`src/rtl/exp6_pkg.sv`:
```
// Shared definitions for the sequence playback unit of the memory game.
// Holds the playback state encodings, which double as the codes shown on
// the 7-segment debug display, the code shown for an unknown state, and a
// helper that sizes the playback timer.
package exp6_pkg;

  typedef enum logic [3:0] {
    OCIOSO  = 4'd0,
    CARREGA = 4'd1,
    ACENDE  = 4'd2,
    APAGA   = 4'd3,
    PROXIMO = 4'd4,
    CONCLUI = 4'd5
  } estado_t;

  localparam logic [3:0] CODIGO_DESCONHECIDO = 4'hF;

  // Counter width able to hold 0..m-1, never narrower than one bit.
  function automatic int largura_contador(input int m);
    return (m > 1) ? $clog2(m) : 1;
  endfunction

  // Debug display code for a state; anything outside the known set shows F.
  function automatic logic [3:0] codigo_estado(input estado_t e);
    logic [3:0] codigo;
    case (e)
      OCIOSO:  codigo = 4'd0;
      CARREGA: codigo = 4'd1;
      ACENDE:  codigo = 4'd2;
      APAGA:   codigo = 4'd3;
      PROXIMO: codigo = 4'd4;
      CONCLUI: codigo = 4'd5;
      default: codigo = CODIGO_DESCONHECIDO;
    endcase
    return codigo;
  endfunction

endpackage

```
`src/rtl/exp6_temporizador.sv`:
```
// Up-counter used to time the lit and blank phases of each element.
// Ports:
//   clock  - system clock
//   reset  - asynchronous active-high reset, clears the count
//   zera   - synchronous clear, has priority over conta
//   conta  - advance the count by one; wraps to 0 after M-1
//   fim_t  - high while the count equals M-1
//   valor  - current count, so the parent can compare against shorter
//            terminal values when a single timer serves both phases
module exp6_temporizador
  import exp6_pkg::*;
#(
  parameter int M = 1000
) (
  input  logic                             clock,
  input  logic                             reset,
  input  logic                             zera,
  input  logic                             conta,
  output logic                             fim_t,
  output logic [largura_contador(M)-1:0]   valor
);

  localparam int W = largura_contador(M);
  localparam logic [W-1:0] TERMINAL = W'(M - 1);

  // Count register: clear has priority, otherwise advance and wrap at M-1.
  always_ff @(posedge clock or posedge reset) begin
    if (reset) begin
      valor <= '0;
    end else if (zera) begin
      valor <= '0;
    end else if (conta) begin
      valor <= (valor == TERMINAL) ? '0 : valor + W'(1);
    end
  end

  assign fim_t = (valor == TERMINAL);

endmodule

```
`src/rtl/exp6_exibe_sequencia.sv`:
```
// Playback unit for the memory game: walks the sequence memory from
// address 0 up to limite, lighting each element on the LEDs for ON_CYCLES
// and then blanking for OFF_CYCLES, and pulses fim once at the end.
// Ports:
//   clock, reset - system clock, asynchronous active-high reset
//   iniciar      - start request, only looked at while idle
//   limite       - last address to show (inclusive)
//   dado_mem     - sequence memory read data for endereco
//   endereco     - sequence memory address (registered)
//   leds         - LED drive (registered, follows the state by one cycle)
//   exibindo     - high while playback is in progress
//   fim          - one-cycle done pulse (registered)
//   db_estado    - state code for the debug display
module exp6_exibe_sequencia
  import exp6_pkg::*;
#(
  parameter int ON_CYCLES  = 1000,
  parameter int OFF_CYCLES = 500
) (
  input  logic       clock,
  input  logic       reset,
  input  logic       iniciar,
  input  logic [3:0] limite,
  input  logic [3:0] dado_mem,
  output logic [3:0] endereco,
  output logic [3:0] leds,
  output logic       exibindo,
  output logic       fim,
  output logic [3:0] db_estado
);

  // One timer serves both phases, so it is sized for the longer one and
  // the shorter phase's terminal count is compared here.
  localparam int M_TEMP = (ON_CYCLES > OFF_CYCLES) ? ON_CYCLES : OFF_CYCLES;
  localparam int W_TEMP = largura_contador(M_TEMP);
  localparam logic [W_TEMP-1:0] TERM_ON  = W_TEMP'(ON_CYCLES - 1);
  localparam logic [W_TEMP-1:0] TERM_OFF = W_TEMP'(OFF_CYCLES - 1);

  estado_t           estado;
  estado_t           proximo_estado;
  logic [3:0]        dado_latch;
  logic              temp_zera;
  logic              temp_conta;
  logic              temp_fim;
  logic [W_TEMP-1:0] temp_valor;
  logic              fim_on;
  logic              fim_off;

  exp6_temporizador #(
    .M(M_TEMP)
  ) u_temporizador (
    .clock (clock),
    .reset (reset),
    .zera  (temp_zera),
    .conta (temp_conta),
    .fim_t (temp_fim),
    .valor (temp_valor)
  );

  // The phase matching the timer size can use the timer's own terminal
  // flag; the other phase ends on its own shorter count.
  assign fim_on  = (ON_CYCLES == M_TEMP)  ? temp_fim : (temp_valor == TERM_ON);
  assign fim_off = (OFF_CYCLES == M_TEMP) ? temp_fim : (temp_valor == TERM_OFF);

  // State register.
  always_ff @(posedge clock or posedge reset) begin
    if (reset) begin
      estado <= OCIOSO;
    end else begin
      estado <= proximo_estado;
    end
  end

  // Next-state logic and the combinational Moore outputs. The timer only
  // runs in the lit and blank phases and is cleared on each terminal count,
  // so every phase starts counting from zero.
  always_comb begin
    proximo_estado = estado;
    temp_conta     = 1'b0;
    temp_zera      = 1'b1;
    exibindo       = 1'b0;
    case (estado)
      OCIOSO: begin
        if (iniciar) begin
          proximo_estado = CARREGA;
        end
      end
      CARREGA: begin
        exibindo       = 1'b1;
        proximo_estado = ACENDE;
      end
      ACENDE: begin
        exibindo   = 1'b1;
        temp_conta = 1'b1;
        temp_zera  = fim_on;
        if (fim_on) begin
          proximo_estado = APAGA;
        end
      end
      APAGA: begin
        exibindo   = 1'b1;
        temp_conta = 1'b1;
        temp_zera  = fim_off;
        if (fim_off) begin
          proximo_estado = (endereco == limite) ? CONCLUI : PROXIMO;
        end
      end
      PROXIMO: begin
        exibindo       = 1'b1;
        proximo_estado = CARREGA;
      end
      CONCLUI: begin
        proximo_estado = OCIOSO;
      end
      default: begin
        proximo_estado = OCIOSO;
      end
    endcase
  end

  assign db_estado = codigo_estado(estado);

  // Datapath registers. The element is captured as CARREGA ends; the LED
  // and done registers are loaded from the current state, so they show the
  // lit phase and the done pulse one cycle after the state enters them.
  // The address only moves forward in PROXIMO, so with limite=15 it stops
  // at 15 and is brought back to 0 through CONCLUI, never by wrapping.
  always_ff @(posedge clock or posedge reset) begin
    if (reset) begin
      endereco   <= 4'd0;
      dado_latch <= 4'd0;
      leds       <= 4'd0;
      fim        <= 1'b0;
    end else begin
      fim  <= (estado == CONCLUI);
      leds <= (estado == ACENDE) ? dado_latch : 4'd0;
      if (estado == CARREGA) begin
        dado_latch <= dado_mem;
      end
      case (estado)
        PROXIMO:         endereco <= endereco + 4'd1;
        OCIOSO, CONCLUI: endereco <= 4'd0;
        default:         endereco <= endereco;
      endcase
    end
  end

endmodule
```
`config.mk`:
```
export PLATFORM = sky130hd
export DESIGN_NAME = exp6_exibe_sequencia
export DESIGN_NICKNAME = d
export VERILOG_FILES = /design/src/rtl/exp6_pkg.sv /design/src/rtl/exp6_temporizador.sv /design/src/rtl/exp6_exibe_sequencia.sv
export SDC_FILE = /design/constraint.sdc
export NUM_CORES = 1
export LEC_CHECK = 0
export ABC_AREA = 1
export CORE_AREA = 2 2 88 56
export CTS_CLUSTER_DIAMETER = 200
export CTS_CLUSTER_SIZE = 25
export DETAILED_ROUTE_END_ITERATION = 12
export DIE_AREA = 0 0 90 58
export GPL_ROUTABILITY_DRIVEN = 1
export PLACE_DENSITY_LB_ADDON = 0.25
export SLEW_MARGIN = 20
export SYNTH_ARGS = -nofsm -noshare
export SYNTH_HDL_FRONTEND = slang
export SYNTH_HIERARCHICAL = 1
export SYNTH_SLANG_ARGS = --single-unit
```
`constraint.sdc`:
```
create_clock -name clock -period 2 [get_ports clock]
set_clock_uncertainty 0.05 [all_clocks]
set_input_delay 0.3 -clock clock [delete_from_list [all_inputs] [get_ports clock]]
set_output_delay 0.3 -clock clock [all_outputs]
set_load 0.02 [all_outputs]
```
# After elaboration in Yosys (flattened, before gate mapping)
# Index checks and enable logic that the tools add are counted.
[totals] reg_bits=27 latch_bits=0 ram_bits=0 mem_bits_ro=0 in_bits=11 output_inout_bits=14 elab_cells=40 n_memories=0
[op_classes] add_sub_neg=2 mul=0 div=0 n_lt_le_gt_ge=0 n_eq_ne=11 shift=0 mux=14 bitwise_logic=0 reduce_logical=7
[ops] operator="2-to-1 mux 10 bit" n=3
[ops] operator="case mux 4 bit (6 select lines)" n=1
[ops] operator="case mux 4 bit (5 select lines)" n=1
[ops] operator="2-to-1 mux 4 bit" n=4
[ops] operator="adder 10 x 1 -> 10 bit (second input constant)" n=1
[ops] operator="== test 10 bit (second input constant)" n=1
[ops] operator="== test 10 x 9 -> 1 bit (second input constant)" n=1
[ops] operator="== test 4 x 2 -> 1 bit (second input constant)" n=2
[ops] operator="== test 4 x 3 -> 1 bit (second input constant)" n=2
[ops] operator="case mux 4 bit (2 select lines)" n=1
[ops] operator="inequality test 2 bit (second input constant)" n=3
[ops] operator="adder 4 x 1 -> 4 bit (second input constant)" n=1
[ops] operator="== test 4 x 1 -> 1 bit (second input constant)" n=1
[ops] operator="== test 4 bit" n=1
[ops] operator="zero test 4 bit" n=1
[ops] operator="nonzero test 2 bit" n=2
[ops] operator="OR reduction 2 bit" n=2
[ops] operator="OR reduction 4 bit" n=1
[ops] operator="2-to-1 mux 1 bit" n=3
[ops] operator="AND reduction 3 bit" n=1
[ops] operator="case mux 1 bit (2 select lines)" n=1

# Longest topological paths before layout
# Gate-level depths: netlist of the first run.
[logic_depth] depth_word=5 depth_mapped=11 depth_no_buf=11

# Cells and area by module
# The synthesis of the first run kept the hierarchy.
[modules_own_cells] mod="exp6_exibe_sequencia" instances=1 cells_per_inst=107 area_per_inst_um2=844.6 seq_area_each_um2=400.4
[modules_own_cells] mod="exp6_temporizador" instances=1 cells_per_inst=83 area_per_inst_um2=655.6 seq_area_each_um2=250.2

# Worst setup path before layout of the first run
# OpenSTA, ideal clock, no wires.
[synth_timing] kind="register to register" startpoint="register u_temporizador.valor[0]" endpoint="register u_temporizador.valor[7]" setup_ns=0.114 arrival_time_ns=1.682 required_ns=1.836 setup_slack_ns=0.155 stages_incl_launch_ff=10 n_path_buf=0 period_less_slack_ns=1.845 path_cell_list="dfrtp_1 > ha_1 > nand2_1 > nor4_1 > o21a_2 > nor2_4 > nor3_2 > nand3_1 > nand2_1 > nor2_2"
[synth_between] word_cells_on_any_way=8 classes_between="add/sub (1); eq/ne (2); mux (4); reduce/logical (1)"
[synth_lines] item="start: declaration" line="exp6_temporizador.sv:20" rtl="output logic [largura_contador(M)-1:0] valor"
[synth_lines] item="start signal: assignment" line="exp6_temporizador.sv:33" rtl="valor <= (valor == TERMINAL) ? '0 : valor + W'(1);"
[synth_lines] item="== test 10 bit (*)" line="exp6_temporizador.sv:37" rtl="assign fim_t = (valor == TERMINAL);"
[synth_lines] item="named net fim_on" line="exp6_exibe_sequencia.sv:46" rtl="logic fim_on;"
[synth_lines] item="case mux 1 bit (2 select lines) (*)" line="exp6_exibe_sequencia.sv:82" rtl="case (estado)"
[synth_lines] item="named net temp_zera" line="exp6_exibe_sequencia.sv:42" rtl="logic temp_zera;"
[synth_lines] item="2-to-1 mux 10 bit or nonzero test 2 bit (tied branches)"
# Mark *: on every way through the listed nets, which the timed path passes. The rest lies on a longest branch. The select of a mux whose other input is x is not followed.
# A chain may end at the register's enable or synchronous reset.

# Worst setup path after layout of the first run
[layout_timing] startpoint="register estado[1]" endpoint="output db_estado[3]"
[layout_between] elab_chain_len=2 word_cells_on_any_way=7 classes_between="eq/ne (5); mux (1); reduce/logical (1)"
[layout_rtl] item="start: declaration" line="exp6_exibe_sequencia.sv:39" rtl="estado_t estado;"
[layout_rtl] item="start signal: assignment" line="exp6_exibe_sequencia.sv:70" rtl="estado <= proximo_estado;"
[layout_rtl] item="== test 4 x 3 -> 1 bit, or another cell as far along" line="exp6_pkg.sv:26" rtl="case (e)"
[layout_rtl] item="case mux 4 bit (6 select lines) (*)" line="exp6_pkg.sv:26"
[layout_rtl] item="end: declaration" line="exp6_exibe_sequencia.sv:29" rtl="output logic [3:0] db_estado"
# Mark *: on every way between the ends. The rest lies on a longest branch, timed or not.

==> results of run 1 <==
worst min path at each step:
stage / to / startpoint
2_1_floorplan: u_temporizador/valor[0] / reset
3_3_place_gp: leds[1] / dado_latch[1]
3_5_place_dp: leds[3] / dado_latch[3]
4_1_cts: u_temporizador/valor[7] / reset
5_1_grt: u_temporizador/valor[7] / reset
6_report: u_temporizador/valor[7] / reset
cells by family (layout without fill, tap and decap cells):
kind of cell	Yosys count	after routing	share of synthesized area [%]
AND/OR/NAND/NOR	101	101	34.9
buffers and inverters	38	76	10.3
flip-flops	26	26	43.4
AO/OA/AOI/OAI	18	18	6.84
XOR/XNOR	5	5	2.92
adder cells (fa/ha/maj)	2	2	1.67
cell usage after synthesis, types with 3 or more instances:
cell type  instances
inv_2              4
dfrtp_1           26
nor2_2            13
o21ai_1            3
a21oi_1            8
nor2_1            17
nor3_1             3
inv_1             30
nand3_1           11
nand2_2            7
nand3_2            3
xor2_1             3
nand2_1           34
nand4_1            6
power by group:
group / switching [mW] / internal (mW)
clock network: 0.175 / 0.268
logic: 0.0207 / 0.0223
registers: 0.000844 / 0.529
area by class of cell:
| type | count | area (um^2) | area share (%) |
|---|---|---|---|
| Inverter | 35 | 136 | 6.89 |
| Multi-Input combinational cell | 126 | 701 | 35.4 |
| Sequential cell | 26 | 656 | 33.1 |
| Timing Repair Buffer | 37 | 338 | 17.1 |
| Clock buffer | 3 | 41.3 | 2.08 |
| Clock inverter | 1 | 30.0 | 1.52 |
| Tap cell | 63 | 78.8 | 3.98 |
through the flow:
step	power, mW	worst slack [ns]	area [um^2]	hold WS, ns	instances
3_5_place_dp	0.585	0.0341	1880	0.423	284
2_1_floorplan	0.559	0.155	1500	0.0902	190
6_report	1.02	0.128	1980	0.290	291
3_3_place_gp	0.585	0.0970	1880	0.421	284
5_1_grt	1.04	0.00971	1980	0.351	291
4_1_cts	1.03	0.0158	1950	0.306	289
timing repair:
item | in CTS | in global routing
setup endpoints to repair | 3 | 8
setup buffers | 1 | 2
pin swaps | 0 | 2
resized for setup | 4 | 4
registers in the layout (all words and copies together) (netlist names):
name and count:
u_temporizador/valor 10, dado_latch 4, endereco 4, leds 4, estado 3, fim 1
per-layer routing:
metal  up-vias  GRT usage [%]  part of all wire [%]
li1        671              -                     -
met1       565           21.9                    57
met2        38           17.1                    35
met3         2           4.55                   7.4
met4         0           2.64                  0.71
met5         -              0                     0
==> impl_metrics.ini, run 1 <==
[yosys]
syn_nets = 203
ys.flop_type = dfrtp_1
synth_area_leaders = dfrtp_1 (43%), nand2_1 (8.5%), inv_1 (7.5%), nor2_2 (5.4%), nor2_1 (4.3%)
syn_area_per_cell_um2 = 7.90
ys_types = 29
synth_enable_flop_cells = 0
yosysSeqAreaShare_pct = 43.4
synth_largest_area_cell = dfrtp_1
synthCells = 190
synth-seq-cells = 26
async_flop_share_pct = 100
synth_top_area_share_pct = 43.4
synth_area_um2 = 1500
yosysWarnings = 6

[clocking]
clock_latency_ns = 0.28
hold_buffers = 0
htree_levels = 1
clk_path_buf_depth = 2
clkSinkCount = 26
clockRootBuffer = clkbuf_8
cts_tree = built
clk_pin_slew_ns = 0.10
numCtsBuffers = 3

[job]
maxCapViolCount = 0

[sta]
maxSlewViolCount = 0
rsz0062_at_grt = false
fin_crit_ns = 1.87
finalCritPeriodShare_pct = 93.6
tns_ns = 0
setup_viol_count_final = 0
worstMarginPinSlew_ns = 0.625
hold_viol_final = 0
fmax_ghz = 0.534
max_slew_margin_pct = 58.3

[worst_setup_path]
r2r-end = u_temporizador/valor[6]
crit_path_start_kind = flip-flop
crit_required_ns = 1.65
crit_fanout = 7
crit_slowest_cell = dfrtp_2
crit_end = db_estado[3]
r2r_start = u_temporizador/valor[0]
rrSetupSlack_ns = 0.17
crit_chain = buf_4, nand3_2, nand2_1, inv_1, nand2_1, inv_1, dlygate4sd2_1
crit_family = buffers and inverters
crit_buf_inv = 4
cpPeakStageDelay_ns = 0.42
critPathKind = reg2out
crit_cells = 7
reg2reg_depth = 11
crit_path_end_kind = primary output
cp-startpoint = estado[1]
worstPathArrival_ns = 1.52

[floorplan]
start_util_pct = 33.9
rows = 19
die_w_um = 90
die-area_um2 = 5220
die_y_um = 58
io_pins = 25
fp.coreArea_um2 = 4420

[layout]
nNetsFinal = 242
syn_to_final_growth_pct = 32.0
drive_gt1_share_pct = 25.0
fill_cells = 454
layout_common_cells = nand2_1 (34), inv_1 (30), dfrtp_1 (22)
finish.utilization_pct = 44.8
mostFrequentLayoutCell = nand2_1
diodes = 0

[grt]
grt_max_degree = 17
grt.overflow.total = 0
grt_pass1_vias = 1152
grt_usage_pct = 13.6
antenna_found_initial = 0
grt_pass1_wl_mm = 5.51

[drt]
drt-initial-drc-count = 126
detail-route-antenna-nets = 0
drt-vias-per-instance = 4.38
drtPass1Iterations = 4
routed_wl_mm = 3.38
vias = 1276
wl_per_cell_um = 11.6
drcViolationCount = 0

[power]
p_leak_nw = 0.979
peakVddDrop_mv = 0.267
p_per_area_nw_per_um2 = 513

[run_status]
outcome = complete, no violations

[place]
gp_congestion = 0.891
io_buffers = 24
detailed_place_hpwl_mm = 2.56

[min_path]
min_path_type = in2async
Note: power is estimated with default switching activity, not from simulation.
==> run 2, diff against run 1 <==
Settings changed: CELL_PAD_IN_SITES_DETAIL_PLACEMENT from default to 1, CELL_PAD_IN_SITES_GLOBAL_PLACEMENT from default to 2, CORE_AREA 2 2 88 56 to 2 2 95 60, DIE_AREA 0 0 90 58 to 0 0 97 62.
==> run 2 against run 1 <==
  * Worst hold slack barely moved
  * Largest cell class unchanged
  * Combinational power rose by 3%
  * First-iteration DRC count fell by 40%
  * Register-to-register slack got worse by 0.08 ns
  * Via count rose by 6.5%
  * Sequential share of layout area rose by 0.10 points
  * Sequential power barely moved
  * Maximum frequency fell by 2.3%
  * Critical path depth rose by 1
==> impl_metrics.ini, run 2 (same netlist as run 1, synthesis figures left out) <==
[run_status]
outcome = complete, no violations

[drt]
wl_per_cell_um = 14.2
drtPass1Iterations = 4
drt-vias-per-instance = 4.59
drt-initial-drc-count = 75
drcViolationCount = 0
vias = 1359
routed_wl_mm = 4.20
detail-route-antenna-nets = 0

[grt]
antenna_found_initial = 0
grt_max_degree = 17
grt_pass1_vias = 1355
grt_pass1_wl_mm = 6.90
grt.overflow.total = 0
grt_usage_pct = 14.8

[layout]
largest_reg_flops = 10
layout_common_cells = nand2_1 (34), inv_1 (30), dfrtp_1 (22)
nNetsFinal = 241
top_register = u_temporizador/valor
syn_to_final_growth_pct = 31.6
finalNonFillerCells = 296
diodes = 0
fill_cells = 639
final_area_um2 = 1970
mostFrequentLayoutCell = nand2_1
drive_gt1_share_pct = 25.1

[power]
peakVddDrop_mv = 0.269
clkPwrFrac_pct = 43.8
power.internal_mw = 0.820
netSwitchingFraction_pct = 19.9
p_sw_mw = 0.203
power_mw = 1.02
p_per_area_nw_per_um2 = 518
p_comb_share_pct = 4.3
p_leak_nw = 0.970
seqPwrFrac_pct = 51.8

[place]
io_buffers = 24
detailed_place_hpwl_mm = 3.22
gp_congestion = 0.767
dpl_cell_area_um2 = 1880
dpl.cell_count = 289

[worst_setup_path]
cpPeakStageDelay_ns = 0.53
crit_family = simple AND/OR/NAND/NOR gates
crit_path_frequent_cell = nor2_4
crit_required_ns = 2.12
crit_cells = 8
crit_fanout = 8
crit_path_end_kind = flip-flop
reg2reg_depth = 8
crit_chain = nand2_2, nor4_2, o21a_2, nor2_4, nor2_4, nand4_1, o21ai_0, nor2_2
crit_end = u_temporizador/valor[5]
r2r_start = u_temporizador/valor[6]
crit_path_start_kind = flip-flop
crit_slowest_cell = dfrtp_1
critPathKind = reg2reg
rrSetupSlack_ns = 0.09
worstPathArrival_ns = 2.04
crit_buf_inv = 0
cp-startpoint = u_temporizador/valor[6]
r2r-end = u_temporizador/valor[5]

[sta]
fin_crit_ns = 1.91
holdWs_ns = 0.291
finalCritPeriodShare_pct = 95.7
maxSlewViolCount = 0
tns_ns = 0
hold_viol_final = 0
setup_viol_count_final = 0
worstMarginPinSlew_ns = 0.646
max_slew_margin_pct = 56.9
fmax_ghz = 0.522

[floorplan]
die_w_um = 97
die_y_um = 62
die-area_um2 = 6010
start_util_pct = 28.4
fp.coreArea_um2 = 5280
io_pins = 25
rows = 21

[job]
maxCapViolCount = 0

[clocking]
clk_pin_slew_ns = 0.09
numCtsBuffers = 3
cts_tree = built
htree_levels = 1
hold_buffers = 0
clk_path_buf_depth = 2
clkSinkCount = 26
clock_latency_ns = 0.28
clockRootBuffer = clkbuf_8

[min_path]
min_path_type = in2async
run 2: timing repair:
action,4_1_cts,5_1_grt
gates resized for setup,7,4
setup buffers,1,2
hold endpoints to repair,0,0
setup endpoints to repair,9,9
pin swaps,0,3
run 2: layout make-up:
type	instances	area [um^2]	area share [%]
tap	69	86.3	4.37
clock buffer	3	41.3	2.09
sequential	26	656	33.2
clock inverter	1	30.0	1.52
inverter	35	136	6.91
timing repair buffer	36	324	16.4
multi-input combinational	126	701	35.5
run 2: stage by stage:
step                worst slack, ns  utilization (%)
finish                       0.0851             37.4
floorplan                     0.155                -
CTS                          0.0178             37.1
global route                -0.0106             37.4
detailed placement          -0.0331             35.5
global placement             0.0673             35.5
run 2: power groups by stage:
stage | clock network (mW) | registers (mW) | logic [mW]
global placement | 0 | 0.541 | 0.0441
finish | 0.448 | 0.530 | 0.0444
global route | 0.489 | 0.531 | 0.0509
CTS | 0.467 | 0.530 | 0.0464
detailed placement | 0 | 0.541 | 0.0459
floorplan | 0 | 0.540 | 0.0181
run 2: how the worst min path moves through the flow:
stage             startpoint                 endpoint  slack, ns  cells past startpoint
6_report               reset  u_temporizador/valor[9]       0.29                      2
5_1_grt                reset  u_temporizador/valor[9]       0.33                      2
4_1_cts                reset  u_temporizador/valor[4]       0.31                      2
3_5_place_dp   dado_latch[1]                  leds[1]       0.43                      2
3_3_place_gp   dado_latch[1]                  leds[1]       0.42                      2
2_1_floorplan          reset  u_temporizador/valor[0]       0.09                      1
run 2: per-layer routing:
| layer | track usage [%] | share of wire [%] | routed length, um |
|---|---|---|---|
| met1 | 20.7 | 51 | 2160 |
| met2 | 23.4 | 43 | 1820 |
| met3 | 3.69 | 4.1 | 172 |
| met4 | 3.82 | 1.0 | 44 |
| met5 | 0 | 0 | 0 |
run 2: worst reg2reg max path, cell delays in order, from the launching register on:
cell and delay (ns):
dfrtp_1 0.53, nand2_2 0.13, nor4_2 0.35, o21a_2 0.23, nor2_4 0.07, nor2_4 0.16
nand4_1 0.12, o21ai_0 0.13, nor2_2 0.05
